===== src/rtl/reg_mem_2r1w.sv =====
// Two-read one-write register memory with a post-reset clear sequence; reads have 1-cycle latency with write-first bypass.
// Busy is asserted for DEPTH cycles after reset is released. While busy, writes are ignored and the read outputs hold zero.
module reg_mem_2r1w #(
    parameter int                     DATA_WIDTH = 8,
    parameter int                     ADDR_BITS  = 5,
    parameter logic [DATA_WIDTH-1:0]  INIT_VALUE = '0
) (
    input  logic                  clk,
    input  logic                  reset,
    input  logic                  wen,
    input  logic [ADDR_BITS-1:0]  waddr,
    input  logic [DATA_WIDTH-1:0] data_in,
    input  logic [ADDR_BITS-1:0]  raddr_a,
    input  logic [ADDR_BITS-1:0]  raddr_b,
    output logic [DATA_WIDTH-1:0] data_out_a,
    output logic [DATA_WIDTH-1:0] data_out_b,
    output logic                  busy
);

    localparam int DEPTH = 1 << ADDR_BITS;

    typedef enum logic {
        CLEAR = 1'b0,
        READY = 1'b1
    } state_t;

    state_t                 state;
    state_t                 next_state;
    logic [ADDR_BITS-1:0]   clear_ptr;
    logic [DATA_WIDTH-1:0]  mem [DEPTH];
    logic                   user_wr;

    always_ff @(posedge clk) begin
        if (reset) begin
            state <= CLEAR;
        end else begin
            state <= next_state;
        end
    end

    // Leave CLEAR on the edge that initialises the last entry.
    always_comb begin
        next_state = state;
        case (state)
            CLEAR:   if (&clear_ptr) next_state = READY;
            READY:   next_state = READY;
            default: next_state = CLEAR;
        endcase
    end

    always_ff @(posedge clk) begin
        if (reset) begin
            clear_ptr <= '0;
        end else if (state == CLEAR) begin
            clear_ptr <= clear_ptr + 1'b1;
        end
    end

    assign user_wr = (state == READY) && !reset && wen;

    always_ff @(posedge clk) begin
        if (!reset && state == CLEAR) begin
            mem[clear_ptr] <= INIT_VALUE;
        end else if (user_wr) begin
            mem[waddr] <= data_in;
        end
    end

    // Write-first: a same-edge write to the read address is forwarded.
    always_ff @(posedge clk) begin
        if (reset || state == CLEAR) begin
            data_out_a <= '0;
            data_out_b <= '0;
        end else begin
            data_out_a <= (wen && waddr == raddr_a) ? data_in : mem[raddr_a];
            data_out_b <= (wen && waddr == raddr_b) ? data_in : mem[raddr_b];
        end
    end

    assign busy = (state == CLEAR);

endmodule


===== config.mk =====
export PLATFORM = sky130hd
export DESIGN_NAME = reg_mem_2r1w
export DESIGN_NICKNAME = d
export VERILOG_FILES = /design/src/rtl/reg_mem_2r1w.sv
export SDC_FILE = /design/constraint.sdc
export NUM_CORES = 1
export LEC_CHECK = 0
export CORE_ASPECT_RATIO = 1.25
export CORE_MARGIN = 2
export CORE_UTILIZATION = 60
export DETAILED_ROUTE_END_ITERATION = 10
export GPL_TIMING_DRIVEN = 0
export HOLD_SLACK_MARGIN = 0.02
export PLACE_DENSITY = 0.78
export REMOVE_ABC_BUFFERS = 1
export SLEW_MARGIN = 10
export SYNTH_ARGS = -nofsm -noshare
export SYNTH_HDL_FRONTEND = slang
export SYNTH_SLANG_ARGS = --single-unit

===== constraint.sdc =====
create_clock -name clk -period 7.7 [get_ports clk]
set_input_delay 1.54 -clock clk [delete_from_list [all_inputs] [get_ports clk]]
set_output_delay 1.54 -clock clk [all_outputs]
set_load 0.05 [all_outputs]

---- After elaboration in Yosys (flattened, before gate mapping) ----
Memories as Yosys holds them, arrays and structs flattened. A register that Yosys moved wholly into a read port is not among the register bits.
Cells that the tools add are included.
word-level totals
  flip-flop bits (word level) ............. 6
  bits in writable memories ............... 256
  input port bits ......................... 26
  word-level logic and storage cells ...... 22
  memories ................................ 1
memory list
  memory  depth  bits a word  rd ports  clocked after memory_dff  write ports  RTL line  text
  mem     32     8            2         2                         1            30        logic [DATA_WIDTH-1:0] mem [DEPTH];
cells by class
  add/sub/neg operators ................... 1
  muxes and demuxes ....................... 10
  bitwise operators ....................... 1
  reductions and logical operators ........ 7
operators by type and width
  operator                                     count
  2-to-1 mux 8 bit                             1
  OR reduction 8 bit                           1
  2-to-1 mux 1 bit                             7
  adder 5 x 1 -> 5 bit, second input constant  1
  2-to-1 mux 5 bit                             1
  AND reduction 5 bit                          1
  logical AND 1 bit                            3
  one-hot mux 1 bit (2 select lines)           1
  zero test 1 bit                              1
  logical OR 1 bit                             1
  NOT 1 bit                                    1

---- Longest topological paths before layout ----
  word-level depth ........................ 8
  mapped depth ............................ 9

---- Least setup slack after synthesis ----
Ideal clock, no wire load.
  kind .................................... input port to flip-flop
  start point ............................. input reset
  end point ............................... memory mem[16][0], enable pin
  library setup time ...................... 0.370 ns
  arrival ................................. 3.106 ns
  setup slack ............................. 4.224 ns
  stages on the path ...................... 6
  path through ............................ and3b_4 buf_4 clkbuf_1 mux2i_1 nand2_1 nor2_1
on the way
  word-level cells in the longest chain between the ends .. 8
ends and longest elaborated chain
  element                                                                RTL line  text
  start: declaration                                                     9         input logic reset,
  zero test 1 bit (*)                                                    59, 62
  logical AND 1 bit (2 in a row)                                         59        assign user_wr = (state == READY) && !reset && wen;
  2-to-1 mux 1 bit                                                       64        end else if (user_wr) begin
  2-to-1 mux 1 bit                                                       62        if (!reset && state == CLEAR) begin
  2-to-1 mux 1 bit (implied by the code)                                 65        mem[waddr] <= data_in;
  OR reduction 8 bit (no line)                                           n/a
  2-to-1 mux 5 bit (no line) / 2-to-1 mux 1 bit (equally long branches)  n/a
  end: declaration                                                       30
Every way passes the cells marked *; elsewhere a longest branch is shown, timed or not.

==> flow_summary.yaml <==
global_routing:
  grt_pass1_wl_um: 51700
  overflow: 0
  antenna_found_initial: 0
  grt_use_total: 0.311
  grt_pass1_vias: 8136
  grt_max_degree: 58
finish:
  fillers: 1377
  fin_area_um2: 14700
  regArea_um2: 8130
  final_core_util: 0.682
  drive_above_1_share: 0.219
  area_growth_pct: 11.3
  multi_input_area_um2: 4810
  diodes: 0
  finalNetCount: 864
pwr:
  swShare: 0.221
  p_seq_frac: 0.518
  p_leak_nw: 4.13
  p_int_w: 0.00247
  cellPowerDensity_nw_per_um2: 216
  vdd_drop_max_mv: 0.213
  power_frac_comb: 0.068
  switching_power_w: 0.000700
  clkPwrFrac: 0.414
logic_synthesis:
  syn_inst: 821
  ys_types: 51
  synth_area_leaders: "edfxtp_1, mux4_2, dfxtp_1"
  synth_edf_count: 256
  synthArstFlopShare: 0
  avgSynthCellArea_um2: 16.1
  synth_area_um2: 13200
  synth_warnings: 0
  ys_ff_latch: 278
  yosysSeqAreaShare: 0.616
  yosys_most_used_dff: "edfxtp_1"
  yosys.area.top_type: "edfxtp_1"
  synth_top_area_frac: 0.582
sta:
  hold_violations: 0
  rsz0062_at_grt: "no"
  max_clock_freq_mhz: 225
  holdWs_ns: 0.618
  period_share: 0.577
  relSlewSlack: 0.114
  worst_slack_ns: 3.26
  post-route-min-period_ns: 4.44
  finClkSkew_ns: 0.0112
  tightest_slew_ns: 1.33
  slew_violations: 0
  setup_viol: 0
  setup_tns_ns: 0
clocking:
  cts_buffers: 27
  hold_buffers: 0
  h-tree-depth: 1
  root_buffer: "clkbuf_16"
  cts.sinks: 278
  insertion_delay_ns: 0.55
  cts_tree: "yes"
  clockBufferDepth: 3
  ctsResizeCount: 0
  clkTransAtPathRegs_ns: 0.06
  postCtsSetupBuffers: 0
placement:
  dp_hpwl_um: 22800
  pre_cts_ws_ns: 2.77
  place_congestion: 0.931
  numPortBuffers: 42
  placed_area_um2: 13800
route:
  drc: 0
  via_per_inst: 7.32
  drt_first_pass_iters: 6
  wl_per_cell_um: 30.6
  ant_nets: 0
  vias: 8320
  drt_wl_total_um: 34800
  drt_first_iter_violations: 1324
setup_path:
  path_class: "input pin to flop"
  crit_required_ns: 8.09
  critPathBufInv: 1
  crit_fanout: 23
  crit_path_end_kind: "flop"
  max_stage_delay_ns: 1.11
  crit_cells: 7
  crit_chain: "clkdlybuf4s50_1, xnor2_1, a22o_1, o21ai_0, or4_1, o311a_1, a211oi_1"
  rrSetupSlack_ns: 4.42
  r2r-start: "state$_SDFF_PP0_"
  arrival_ns: 4.83
  reg2reg_to: "mem[19][4]$_DFFE_PP_"
  reg2reg_depth: 4
  start_kind: "input pin"
  cp_slowest_cell: "clkdlybuf4s50_1"
  critical_path.top_delay_family: "buffers and inverters"
hold_path:
  min_to: "clear_ptr[0]$_SDFFE_PP0N_"
  holdCritPathClass: "flop to flop"
  hold_depth: 2
  hold_start: "clear_ptr[0]$_SDFFE_PP0N_"
floorplan:
  design.core.area_um2: 21500
  fp.dieW_um: 137
  die_h_um: 170
  dieArea_um2: 23200
  rows: 60
  io_pins: 43
  start_util: 0.613
job:
  maxCapViolations: 0
outcome:
  status: "finished, final reports clean"
cells in the final DEF, fill, tap and decap left out, types with 3 or more instances in the layout:
cell,count
dfxtp_1,22
nor2_1,63
clkinv_1,4
mux4_2,112
and3_1,3
a21oi_1,21
mux2_2,14
a211oi_1,17
buf_16,3
or2_2,6
xnor2_1,8
nand4_1,4
o221ai_1,18
xor2_1,3
nand2_1,40
and2_1,3
mux2i_1,19
clkbuf_8,3
clkinv_2,4
nor4_1,4
and2_2,5
o21ai_0,24
nand2b_1,19
nor2b_1,12
clkbuf_16,27
a22oi_1,5
clkbuf_1,8
inv_1,6
o22ai_1,28
edfxtp_1,256
nand3_1,18
clkdlybuf4s50_1,38
layer usage:
layer / up-vias / wire length (um) / track usage
met4: 0 / 1430 / 0.114
met1: 4213 / 12400 / 0.433
met2: 619 / 17300 / 0.501
li1: 3387 / - / -
met3: 101 / 3690 / 0.0548
met5: - / 0 / 0
how the worst max path moves through the flow:
| stage | startpoint | endpoint | slack [ns] |
|---|---|---|---|
| floorplan | reset | data_out_b[0]$_SDFF_PP0_ | 4.30 |
| finish | raddr_b[1] | data_out_b[1]$_SDFF_PP0_ | 3.26 |
| CTS | raddr_b[3] | data_out_b[6]$_SDFF_PP0_ | 3.32 |
| global route | raddr_a[4] | data_out_a[3]$_SDFF_PP0_ | 3.13 |
| detailed placement | raddr_b[3] | data_out_b[6]$_SDFF_PP0_ | 2.77 |
| global placement | raddr_a[0] | data_out_a[3]$_SDFF_PP0_ | -0.22 |
kinds of logic (layout without fill, tap and decap cells):
family / count (synthesis) / count (layout) / share of synthesized area
fa+ha+maj: 2 / 2 / 0.00190
mux: 146 / 146 / 0.219
buf+inv: 66 / 102 / 0.0210
xor+xnor: 11 / 11 / 0.00730
simple gates: 189 / 189 / 0.0698
flops: 278 / 278 / 0.616
compound gates: 129 / 129 / 0.0650
layout make-up:
cell class	count	share of cell area
flip-flops and latches	278	0.553
multi-input cells	477	0.327
clock buffers	38	0.0508
repair buffers	46	0.0354
well taps	279	0.0238
clock inverters	12	0.00834
inverters	6	0.00153
registers in the layout, indices dropped and copies added, names as in the netlist:
signal,flops
clear_ptr,5
data_out_a,8
data_out_b,8
mem,256
state,1
power by group through the flow:
stage | combinational, W | clock [W] | sequential [W]
after floorplan | 0.000108 | 0 | 0.00167
after global placement | 0.000219 | 0 | 0.00167
after detailed placement | 0.000211 | 0 | 0.00167
after CTS | 0.000212 | 0.00131 | 0.00164
after global routing | 0.000226 | 0.00137 | 0.00164
final | 0.000216 | 0.00131 | 0.00164
metrics by stage:
step           cells  total power, W
2_1_floorplan    761         0.00178
3_3_place_gp    1082         0.00189
3_5_place_dp    1086         0.00189
4_1_cts         1136         0.00317
5_1_grt         1136         0.00324
6_report        1136         0.00317
synth_stat cells (8+ instances only):
master      n
a211oi_1   17
a21oi_1    21
and2_1      8
buf_2      16
clkbuf_1   34
dfxtp_1    22
edfxtp_1  256
mux2_2     14
mux2i_1    19
mux4_2    112
nand2_1    40
nand2b_1   19
nand3_1    18
nor2_1     63
nor2b_1    12
o21ai_0    24
o221ai_1   18
o22ai_1    28
xnor2_1     8
worst register-to-register path, delay by kind of cell (launching register included):
| family | cells | cell delay (ns) |
|---|---|---|
| AND/OR/NAND/NOR | 3 | 1.56 |
| multiplexers | 1 | 0.68 |
| flip-flops | 1 | 0.67 |
Power figures use the tool's default switching activity.
